==> config.mk <==
export PLATFORM = sky130hd
export DESIGN_NAME = inst_fetch
export DESIGN_NICKNAME = d
export VERILOG_FILES = /design/src/rtl/rv32_pkg.sv /design/src/rtl/sync_fifo.sv /design/src/rtl/inst_fetch.sv
export SDC_FILE = /design/constraint.sdc
export NUM_CORES = 1
export LEC_CHECK = 0
export ABC_AREA = 1
export ABC_CLOCK_PERIOD_IN_PS = 3920
export CAP_MARGIN = 25
export CORE_MARGIN = 1
export CORE_UTILIZATION = 55
export CTS_CLUSTER_SIZE = 12
export DETAILED_ROUTE_END_ITERATION = 8
export DONT_BUFFER_PORTS = 1
export PLACE_DENSITY = 0.69
export SYNTH_ARGS = -nofsm -noshare
export SYNTH_HDL_FRONTEND = slang
export SYNTH_SLANG_ARGS = --single-unit
==> constraint.sdc <==
create_clock -name clk -period 3.92 [get_ports clk]
set_input_delay 0.392 -clock clk [delete_from_list [all_inputs] [get_ports clk]]
set_output_delay 0.392 -clock clk [all_outputs]
set_load 0.02 [all_outputs]
==> src/rtl/rv32_pkg.sv <==
// rv32_pkg: shared widths, fetch increment and fetch state encoding for the RV32I front end
package rv32_pkg;
  localparam int XLEN = 32;
  localparam int INSTR_W = 32;
  localparam int IMM_FIELD_W = 25;
  localparam logic [XLEN-1:0] PC_INC = 32'd4;
  typedef enum logic [1:0] {IDLE, FETCH, FLUSH, HALT} fetch_state_t;
endpackage

==> src/rtl/sync_fifo.sv <==
// sync_fifo: power-of-two depth FIFO with flush; push while full is accepted only alongside a pop
module sync_fifo #(
  parameter int W = 32,
  parameter int D = 2,
  localparam int AW = $clog2(D),
  localparam int CW = AW + 1
) (
  input  logic          clk,
  input  logic          rst,
  input  logic          push,
  input  logic [W-1:0]  din,
  input  logic          pop,
  input  logic          flush,
  output logic [W-1:0]  dout,
  output logic [CW-1:0] count
);
  logic [W-1:0] mem_q [D];
  logic [AW-1:0] wr_q, wr_d, rd_q, rd_d;
  logic [CW-1:0] count_q, count_d;
  logic do_push, do_pop;
  // next pointers and occupancy; flush wins over any push or pop
  always_comb begin
    do_pop = pop && count_q != '0;
    do_push = push && (count_q != CW'(D) || do_pop);
    wr_d = flush ? '0 : wr_q + AW'(do_push);
    rd_d = flush ? '0 : rd_q + AW'(do_pop);
    count_d = flush ? '0 : count_q + CW'(do_push) - CW'(do_pop);
  end
  // pointer and count registers
  always_ff @(posedge clk) begin
    if (rst) begin
      wr_q <= '0;
      rd_q <= '0;
      count_q <= '0;
    end else begin
      wr_q <= wr_d;
      rd_q <= rd_d;
      count_q <= count_d;
    end
  end
  // storage needs no reset; it is only observed while count is non-zero
  always_ff @(posedge clk) begin
    if (do_push && !flush) mem_q[wr_q] <= din;
  end
  assign dout = mem_q[rd_q];
  assign count = count_q;
endmodule

==> src/rtl/inst_fetch.sv <==
// inst_fetch: RV32I fetch stage; optional misaligned-redirect trap under FETCH_MISALIGN_CHECK_EN
module inst_fetch
  import rv32_pkg::*;
#(
  parameter logic [XLEN-1:0] RESET_PC = '0,
  parameter int FIFO_DEPTH = 2
) (
  input  logic                   clk,
  input  logic                   rst,
  output logic                   imem_req_valid,
  input  logic                   imem_req_ready,
  output logic [XLEN-1:0]        imem_req_addr,
  input  logic                   imem_rsp_valid,
  input  logic [INSTR_W-1:0]     imem_rsp_data,
  input  logic                   redirect_valid,
  input  logic [XLEN-1:0]        redirect_pc,
  output logic                   dec_valid,
  input  logic                   dec_ready,
  output logic [INSTR_W-1:0]     dec_instr,
  output logic [XLEN-1:0]        dec_pc,
  output logic [IMM_FIELD_W-1:0] dec_imm_field
`ifdef FETCH_MISALIGN_CHECK_EN
  ,
  output logic                   fetch_misalign
`endif
);
  localparam int CW = $clog2(FIFO_DEPTH) + 1;
  fetch_state_t state_q, state_d;
  logic [XLEN-1:0] pc_q, pc_d, tgt, shadow_pc;
  logic [CW-1:0] drop_q, drop_d, out_cnt, buf_cnt;
  logic [XLEN+INSTR_W-1:0] head;
  logic req_hs, rsp_live, rsp_any, dec_hs, mis;
`ifdef FETCH_MISALIGN_CHECK_EN
  logic misalign_q;
  assign fetch_misalign = misalign_q;
`endif
  // request gating, drop bookkeeping and next state; a pop this cycle frees a slot so L=1 streams at full rate
  always_comb begin
    tgt = redirect_pc & ~32'd3;
`ifdef FETCH_MISALIGN_CHECK_EN
    mis = redirect_valid && redirect_pc[1:0] != 2'b00;
`else
    mis = 1'b0;
`endif
    dec_valid = buf_cnt != '0;
    dec_hs = dec_valid && dec_ready;
    imem_req_valid = state_q == FETCH && !redirect_valid && (out_cnt + buf_cnt - CW'(dec_hs) < CW'(FIFO_DEPTH));
    imem_req_addr = pc_q;
    req_hs = imem_req_valid && imem_req_ready;
    rsp_any = imem_rsp_valid && (drop_q != '0 || out_cnt != '0);
    rsp_live = imem_rsp_valid && drop_q == '0 && out_cnt != '0;
    pc_d = redirect_valid ? tgt : req_hs ? pc_q + PC_INC : pc_q;
    drop_d = redirect_valid ? drop_q + out_cnt + CW'(req_hs) - CW'(rsp_any)
                            : drop_q - CW'(imem_rsp_valid && drop_q != '0);
    state_d = redirect_valid ? (mis ? HALT : drop_d != '0 ? FLUSH : FETCH)
            : state_q == IDLE ? FETCH
            : (state_q == FLUSH && drop_d == '0) ? FETCH : state_q;
    dec_instr = dec_valid ? head[INSTR_W-1:0] : '0;
    dec_pc = dec_valid ? head[XLEN+INSTR_W-1:INSTR_W] : '0;
    dec_imm_field = dec_instr[31:7];
  end
  // fetch state machine with PC, drop counter and misalign pulse
  always_ff @(posedge clk) begin
    if (rst) begin
      state_q <= IDLE;
      pc_q <= RESET_PC;
      drop_q <= '0;
`ifdef FETCH_MISALIGN_CHECK_EN
      misalign_q <= 1'b0;
`endif
    end else begin
      state_q <= state_d;
      pc_q <= pc_d;
      drop_q <= drop_d;
`ifdef FETCH_MISALIGN_CHECK_EN
      misalign_q <= mis;
`endif
    end
  end
  sync_fifo #(.W(XLEN+INSTR_W), .D(FIFO_DEPTH)) u_buf (
    .clk(clk), .rst(rst), .push(rsp_live && !redirect_valid), .din({shadow_pc, imem_rsp_data}),
    .pop(dec_hs), .flush(redirect_valid), .dout(head), .count(buf_cnt)
  );
  sync_fifo #(.W(XLEN), .D(FIFO_DEPTH)) u_shadow (
    .clk(clk), .rst(rst), .push(req_hs), .din(pc_q),
    .pop(rsp_live), .flush(redirect_valid), .dout(shadow_pc), .count(out_cnt)
  );
  a_rsp_expected: assert property (@(posedge clk) disable iff (rst)
    imem_rsp_valid |-> (drop_q != '0 || out_cnt != '0));
endmodule

### After elaboration in Yosys (flattened, before gate mapping)

Memory sizes are Yosys's and may differ from the RTL's. A register that Yosys moved wholly into a read port is not among the register bits.
Cells that the tools add are included.
W data, S select, Z words.

* output and inout bits: 123
* memories kept: 2
* bits of input ports: 70
* register bits: 44
* logic and storage cells: 77
* bits in writable memories: 192

Memories
* u_buf.mem_q: depth 2, bits a word 64, rd ports 1, clocked after memory_dff 1, wr ports 1, RTL line sync_fifo.sv:17 `logic [W-1:0] mem_q [D];`
* u_shadow.mem_q: depth 2, bits a word 32, rd ports 1, clocked after memory_dff 1, wr ports 1, RTL line sync_fifo.sv:17

* magnitude comparators: 1
* multiplexer cells: 15
* reduce and logical (&&, ||, !) cells: 30
* equality and inequality tests: 4
* $add $sub $neg: 15

Operator list (count)
* $mux W32: 4
* $add A32 B3 Y32 const B: 1
* $logic_and A1 B1 Y1: 16
* $mux W2: 5
* $reduce_bool A2 Y1: 5
* $sub A2 B1 Y2: 5
* $add A2 B1 Y2: 3
* $logic_not A2 Y1: 3
* $mux W1: 6
* $add A1 B1 Y1: 4
* $add A2 B2 Y2: 2
* $ne A2 B2 Y1 const B: 2
* $logic_or A1 B1 Y1: 3
* $reduce_bool A3 Y1: 1
* $eq A2 B1 Y1 const B: 1
* $eq A2 B2 Y1 const B: 1
* $lt A2 B2 Y1 const B: 1
* $reduce_or A2 Y1: 1
* $logic_not A1 Y1: 1

### Longest topological paths before layout

* depth after elaboration: 14
* depth in mapped cells: 20
* depth with buffers taken out: 18

### Cells and area by module

Synthesis repeated with hierarchy kept, for this count alone.

* cells, all modules: 1229
* area, all modules: 10976.8 um^2

By module, submodules not included
* sync_fifo at u_buf: seq. area each 3923.8 um^2, area each 4922.2 um^2, cells an instance 365, times used 1
* inst_fetch: seq. area each 680.7 um^2, area each 3467.1 um^2, cells an instance 666, times used 1
* sync_fifo at u_shadow: seq. area each 2001.9 um^2, area each 2587.5 um^2, cells an instance 198, times used 1

### Least setup slack after synthesis

Ideal clock, no wire load.

* kind: reg-to-reg
* from: reg u_buf.count_q[1] (netlist: u_buf.count[1])
* to: mem u_shadow.mem_q[2][10] (netlist: u_shadow.mem_q[1][10]) (enable)
* setup time: 455 ps
* clock period less this slack: 4354 ps
* path buffers: 2
* data required time: 3465 ps
* path slack: -434 ps
* cell stages (with the launch flop): 13
* arrival time: 3899 ps
* path through: dfxtp_1 buf_2 nor2_1 nor2_1 ha_1 inv_1 nand2_1 nand2_1 nand3_1 nand2_2 nand3_4 buf_4 nor3_1

* longest elaborated chain between the ends: 10
* elaborated cells on any way between the ends: 11
* those cells by class: add/sub (2); order compare (1); mux (2); reduce/logical (6)

RTL lines
* start: declaration: RTL line sync_fifo.sv:19 `logic [CW-1:0] count_q, count_d;`
* start signal: assignment: RTL line sync_fifo.sv:38 `count_q <= count_d;`
* parallel branches: the longest is 2 deep, another holds $add A2 B2 Y2
* $sub A2 B1 Y2 *: RTL line inst_fetch.sv:47 `imem_req_valid = state_q == FETCH && !redirect_valid && (out_cnt + buf_cnt - CW'(dec_hs) < CW'(FIFO_DEPTH));`
* $lt A2 B2 Y1 *: RTL line inst_fetch.sv:47
* $logic_and A1 B1 Y1 *: RTL line inst_fetch.sv:47
* $logic_and A1 B1 Y1 *: RTL line inst_fetch.sv:49 `req_hs = imem_req_valid && imem_req_ready;`
* $logic_and A1 B1 Y1 *: RTL line sync_fifo.sv:24 `do_push = push && (count_q != CW'(D) || do_pop);`
* $logic_and A1 B1 Y1 *: RTL line sync_fifo.sv:43 `if (do_push && !flush) mem_q[wr_q] <= din;`
* $mux W1 *: RTL line sync_fifo.sv:43
* $mux W1 (not written as such) *: RTL line sync_fifo.sv:43
* end: declaration: RTL line sync_fifo.sv:17

Mark *: on every way between the ends.

### Worst setup path in the final report

* from: reg u_buf.count_q[1] (netlist: u_buf.count[1])
* to: reg state_q[1]

* longest elaborated chain between the ends: 12
* elaborated cells on any way between the ends: 16
* those cells by class: add/sub (4); order compare (1); mux (3); reduce/logical (8)

RTL lines
* parallel branches: the longest is 2 deep, another holds $add A2 B2 Y2
* $sub A2 B1 Y2 *: RTL line inst_fetch.sv:47
* $lt A2 B2 Y1 *: RTL line inst_fetch.sv:47
* $logic_and A1 B1 Y1 *: RTL line inst_fetch.sv:47
* $logic_and A1 B1 Y1 *: RTL line inst_fetch.sv:49
* $add A2 B1 Y2 *: RTL line inst_fetch.sv:53 `drop_d = redirect_valid ? drop_q + out_cnt + CW'(req_hs) - CW'(rsp_any)`
* $sub A2 B1 Y2 *: RTL line inst_fetch.sv:53
* $mux W2 *: RTL line inst_fetch.sv:53
* $reduce_bool A2 Y1 / $logic_not A2 Y1 (equally long branches): RTL line inst_fetch.sv:55, inst_fetch.sv:57
* $mux W2 / $logic_and A1 B1 Y1 (equally long branches): RTL line inst_fetch.sv:55, inst_fetch.sv:57
* $mux W2 / $reduce_bool A3 Y1 (equally long branches)
* end signal: assignment: RTL line inst_fetch.sv:72 `state_q <= state_d;`
* end: declaration: RTL line inst_fetch.sv:28 `fetch_state_t state_q, state_d;`

Marks and branches as above.
A chain may end at the register's enable or synchronous reset.

==> flow_metrics.tcl <==
set metrics [dict create \
    status "completed" \
    register_share_of_total_power_pct 53.7 \
    hold_viol_final 0 \
    worst_setup_path_end_kind "flip-flop" \
    detail_route.vias_per_cell 5.22 \
    drive_above_1_share_pct 6.61 \
    finalWorstPathRequiredPeriod_ns 3.01 \
    cts-htree-levels 1 \
    synth_edf_count 184 \
    antenna_cells 0 \
    worstMarginPinSlew_ns 1.01 \
    detail_route.wirelength_microns 20600 \
    yosysUniqueCellTypes 31 \
    cts_buffers 24 \
    post_drt_wl_per_cell_microns 15.7 \
    postSynthCellCount 1069 \
    clock_tree_from_tritoncts "done" \
    timing.max_cap.violations 0 \
    critical_path.max_fanout 6 \
    drt_iter0_markers 337 \
    worst_ep_required_time_ns 4.33 \
    clockRootBuffer "clkbuf_16" \
    synth.cell_area_sq_um 10100 \
    synthDominantCellAreaShare_pct 54.7 \
    chipWidth_microns 138 \
    synth_seq_cells 226 \
    number_of_antenna_violations_at_the_first_check_in_global_routing 0 \
    start_kind "flip-flop" \
    criticalPathCategory "reg2reg" \
    clock_latency_ns 0.51 \
    floorplan.initialDensity_pct 56.2 \
    antenna_violating_nets_post_route 0 \
    synthToLayoutAreaGrowth_pct 10.8 \
    power.total_uw 5080 \
    postCtsResizedCells 0 \
    power-per-cell-area_nw_per_um2 454 \
    cts_max_path_buffers 3 \
    setup_viol 0 \
    place.port_buffers 0 \
    period_share_pct 76.8 \
    synthesis.yosys.warnings 0 \
    register_area_sq_um 6370 \
    ys.flop_type "edfxtp_1" \
    power.leakage_uw 0.00426 \
    number_of_global_route_vias_before_repair 6238 \
    slew_viol_final 0 \
    setup_tns_ns 0 \
    clock.fmax_mhz 332 \
    timing.slew.headroom_pct 33.0 \
    gp_routability_congestion 0.898 \
    nets 1151 \
    grt_residual_overflow 0 \
    synth-async-reset-ratio_pct 0 \
    total_die_area_sq_um 18900 \
    min-delay-path-class "in2reg" \
    place_hpwl_microns 13400 \
    drcViolationCount 0 \
    fillerInstances 1476 \
    synthesis.area_per_instance_sq_um 9.45 \
    core_area_sq_um 18000 \
    die-height_microns 138 \
    peak_vdd_ir_uv 313 \
    route.vias.total 6886 \
    intPower_uw 4000 \
    io-pin-count 193 \
    clockPowerShare_pct 41.2 \
    grt_max_degree 65 \
    comb_power_share_pct 5.1 \
    area_occupied_by_multi_input_gates_sq_um 3110 \
    clkTransAtPathRegs_ns 0.06 \
    critical_path_arrival_ns 3.42 \
    cts_num_sinks 226 \
    placement_rows 49 \
    swShare_pct 21.1 \
    synthTopCellsByArea "edfxtp_1 (55%), nand2_1 (16%), dfxtp_1 (8.3%), a21oi_1 (4.2%), nand3_1 (3.9%)" \
    unrepaired_setup_endpoints_after_global_routing "no" \
    finClkSkew_ns 0.0160 \
    yosys.area.top_type "edfxtp_1" \
    drt-pass1-iter-count 5 \
    synth_seq_area_share_pct 63.0 \
    grt_pass1_wl_microns 31500 \
    power_switching_uw 1070 \
    grt_util_overall_pct 21.5 \
]
[power groups by stage]
stage | combinational (uW) | sequential (uW) | clock, uW
after floorplan | 193 | 2760 | 0
after global placement | 219 | 2770 | 0
after detailed placement | 224 | 2780 | 0
after CTS | 259 | 2720 | 2140
after global routing | 295 | 2730 | 2230
final | 259 | 2730 | 2090
[area by class of cell]
type / count / area share, %
timing repair buffer: 46 / 3.83
tap: 229 / 2.56
sequential: 226 / 56.9
clock inverter: 5 / 0.459
inverter: 69 / 2.36
multi-input combinational: 705 / 27.8
clock buffer: 38 / 6.12
[cell usage in the layout (no fill, tap or decap), drive strengths merged]
master	netlist	final
buf	46	13
clkinv	1	4
o21bai	3	3
conb	1	4
dlygate4sd3	0	33
nor3	2	2
dfxtp	42	42
fa	1	1
or2	5	5
xor2	3	3
a21oi	84	84
ha	8	8
nor2	63	63
nand2	436	436
nand4	2	2
clkbuf	26	38
xnor2	6	6
inv	68	68
clkinvlp	0	1
o21ai	8	8
bufinv	0	1
nand3	80	80
edfxtp	184	184
[worst max-delay path, stage by stage (launching register included)]
cell and delay [ns]:
dfxtp_1 0.48, nor2_4 0.05, nor2_1 0.24, ha_1 0.29
inv_1 0.07, nand2_1 0.05, nand2_1 0.07, nand3_1 0.09
nand2_2 0.11, nand3_4 0.07, ha_1 0.31, fa_1 0.38
xnor2_1 0.14, or2_2 0.29, nand3_1 0.10, nand4_1 0.09
nand2_1 0.07, inv_1 0.03
[registers in the layout, indices dropped and copies added, names as in the netlist, 2 cells and up]
register and flops:
u_buf.mem_q 124, u_shadow.mem_q 60, imem_req_addr 30, drop_q 2, state_q 2, u_buf.count 2
u_shadow.count 2
[synth_stat cells (3+ instances only)]
library cell / count
ha_1: 8
dfxtp_1: 42
xnor2_1: 6
nand2_1: 431
edfxtp_1: 184
buf_4: 31
o21bai_1: 3
clkbuf_1: 26
nor2_2: 4
nand3_1: 78
inv_1: 61
nand2_2: 5
buf_1: 7
xor2_1: 3
inv_2: 5
o21ai_0: 7
or2_2: 5
nor2_1: 58
buf_2: 6
a21oi_1: 84
[metrics by stage]
| stage | hold WS [ns] | util [%] | instances | instance area (sq um) | setup WS, ns |
|---|---|---|---|---|---|
| after global routing | 0.0472 | 62.3 | 1318 | 11200 | 0.667 |
| after CTS | 0.0205 | 62.3 | 1318 | 11200 | 0.872 |
| after detailed placement | 0.464 | 56.3 | 1242 | 10100 | 0.890 |
| after global placement | 0.463 | 56.3 | 1242 | 10100 | 0.961 |
| final | 0.0327 | 62.3 | 1318 | 11200 | 0.908 |
| after floorplan | 0.455 | - | 1072 | 10100 | 0.498 |
[per-layer routing]
metal	track usage, %	vias up	share of wire (%)
met5	0	-	0
met4	6.29	0	1.9
met3	5.08	32	8.0
met2	34.9	247	47
met1	28.6	3125	43
li1	-	3482	-
[cells by family (layout without fill, tap and decap cells)]
logic type / Yosys count / in the layout / synth area share (%)
other cells: 1 / 4 / 0.0371
fa+ha+maj: 9 / 9 / 1.19
flops: 226 / 226 / 63.0
xor+xnor: 9 / 9 / 0.781
compound gates: 95 / 95 / 4.78
buf+inv: 141 / 158 / 6.66
simple gates: 588 / 588 / 23.5
[path summary, 6_finish.rpt]
| kind | to | slack (ns) | cells past startpoint | from |
|---|---|---|---|---|
| worst max-delay path | state_q[1] | 0.91 | 17 | u_buf.count[1] |
| worst min-delay path | state_q[1] | 0.03 | 3 | rst |
| worst max register to register | state_q[1] | 0.91 | 17 | u_buf.count[1] |
| worst min register to register | u_shadow.wr_q | 0.49 | 2 | u_shadow.wr_q |
[repair_timing]
action,in CTS,in global routing
buffers inserted,0,0
setup endpoints to repair,0,0
hold buffers,33,0
endpoints found under the hold margin,79,0
(Power assumes the default switching activity.)
==> RTL change, RTL diff (same flow settings) <==
Build with the macro `FETCH_MISALIGN_CHECK_EN` defined.
--- a/src/rtl/inst_fetch.sv
+++ b/src/rtl/inst_fetch.sv
@@ -1,4 +1,6 @@
 // inst_fetch: RV32I fetch stage; optional misaligned-redirect trap under FETCH_MISALIGN_CHECK_EN
+`define FETCH_MISALIGN_CHECK_EN
+
 module inst_fetch
   import rv32_pkg::*;
 #(
Formal check against the unedited RTL (old outputs only; new: fetch_misalign): not equivalent (Yosys sat finds a counterexample within 4 cycles, from zero or initial values and one cycle with rst high).
==> RTL change against the original RTL <==
Routed wire length grew 1.8%. Area after synthesis is 0.51% higher. Die area increased by 0.50%. Critical path depth did not move. Total power rose by 0.85%. Setup slack worse by 120 ps. Sequential cell count increased by 1. Critical endpoint is now state_q[0]. Final area grew 0.69%.
==> RTL change: results (changes against the original RTL) <==
Status
  – Status: finished, final reports clean

Hold path
  – Min-Delay Startpoint: redirect_valid
  – Hold Path End: fetch_misalign

Synthesis
  – Synth top cells by count: nand2_1 (428), edfxtp_1 (184), a21oi_1 (85)
  – Gate Count Post-Synth: 1075 (+0.56%)
  – Distinct cell type count after synthesis: 32 (+3.2%)
  – Top cells by area, synth: edfxtp_1 (54%), nand2_1 (16%), dfxtp_1 (8.5%), a21oi_1 (4.2%), nand3_1 (3.8%)

Routing
  – Vias per cell: 5.26 (+0.75%)
  – Routed WL: 21.0 mm (+1.8%)
  – WL/cell: 15.9 um (+1.5%)

Global routing
  – First-pass GRT wire length: 32.3 mm (+2.6%)
  – Vias in the first global route: 6275 (+0.59%)
  – Global Route Usage Sum: 21.9% (+0.45 points)

Timing
  – Worst slew pin tran: 1000 ps (-8.58 ps)
  – Max Clock Skew: 10.5 ps (-5.46 ps)

Power
  – Leakage: 4.31 nW (+1.0%)
  – Peak supply drop: 419 uV (+34%)

Layout
  – Fin nets: 1157 (+0.52%)
  – Filler cells: 1480 (+0.27%)
  – Share of post-route cells with drive strength above 1: 6.22% (-0.39 points)

Setup path
  – Reg2reg setup slack: 790 ps (-120 ps)
  – Largest stage delay, worst path: 440 ps (-40 ps)
  – Reg2Reg Capture Point: state_q[0]
  – Peak fanout along the critical path: 5 (-1)

Placement
  – Final HPWL DP: 13.5 mm (+0.71%)
  – Place WS: 825 ps (-65.1 ps)

Clock network
  – TritonCTS Buffers: 25 (+4.2%)
[RTL change: final cells by class]
type,instances,area share [%]
Sequential cell,227,56.7
Multi-Input combinational cell,708,27.8
Clock buffer,36,6.25
Timing Repair Buffer,45,3.84
Tap cell,229,2.54
Inverter,71,2.37
Clock inverter,6,0.455
[RTL change: power by group]
part	internal [W]	switching, W	leakage, nW
clock network	0.00130	0.000853	0.373
logic	0.0000920	0.000145	1.91
registers	0.00265	0.0000824	2.02
total	0.00404	0.00108	4.31
[RTL change: kinds of logic (layout without fill, tap and decap cells)]
group / count (synthesis) / after routing / synth area share (%)
adders and majority gates: 9 / 9 / 1.18
buffers and inverters: 143 / 158 / 6.64
other: 1 / 4 / 0.0369
xor gates and xnor gates: 12 / 12 / 1.04
and+or+nand+nor: 581 / 581 / 23.0
AOI/OAI and AO/OA: 102 / 102 / 5.15
DFF: 227 / 227 / 62.9
[RTL change: layer usage]
layer | wire length, um | global-route usage, % | up-vias | part of all wire (%)
li1 | - | - | 3503 | -
met1 | 9310 | 30.4 | 3158 | 44
met2 | 9480 | 34.8 | 258 | 45
met3 | 1730 | 4.57 | 40 | 8.2
met4 | 490 | 6.52 | 0 | 2.3
met5 | 0 | 0 | - | 0
[RTL change: worst max-delay path: cells and delay by family, from the launching register on]
kind,cells,cell delay (ps)
buffers and inverters,3,220
adder cells (fa/ha/maj),3,960
flip-flops,1,440
AND/OR/NAND/NOR,7,650
AO/OA/AOI/OAI,4,780
[RTL change: how the worst max path moves through the flow]
stage,to,startpoint,cells after the start,slack [ps]
floorplan,u_shadow.mem_q[1][10],u_buf.count[1],11,570
global placement,state_q[1],u_buf.count[1],18,930
detailed placement,state_q[0],u_buf.count[1],17,830
CTS,state_q[0],u_buf.count[1],17,800
global route,state_q[0],u_buf.count[1],17,410
finish,state_q[0],u_buf.count[1],17,790
[RTL change: stage by stage]
stage	utilization (%)	cell area [um2]	total power, W	hold WS [ps]
4_1_cts	62.5	11300	0.00516	49.0
6_report	62.5	11300	0.00512	57.8
3_3_place_gp	56.5	10200	0.00298	463
3_5_place_dp	56.5	10200	0.00298	466
5_1_grt	62.5	11300	0.00530	68.0
2_1_floorplan	-	10200	0.00294	450
[RTL change: timing repair]
| action | CTS | global route |
|---|---|---|
| resized for setup | 0 | 0 |
| hold endpoints to repair | 81 | 0 |
| hold buffers | 33 | 0 |
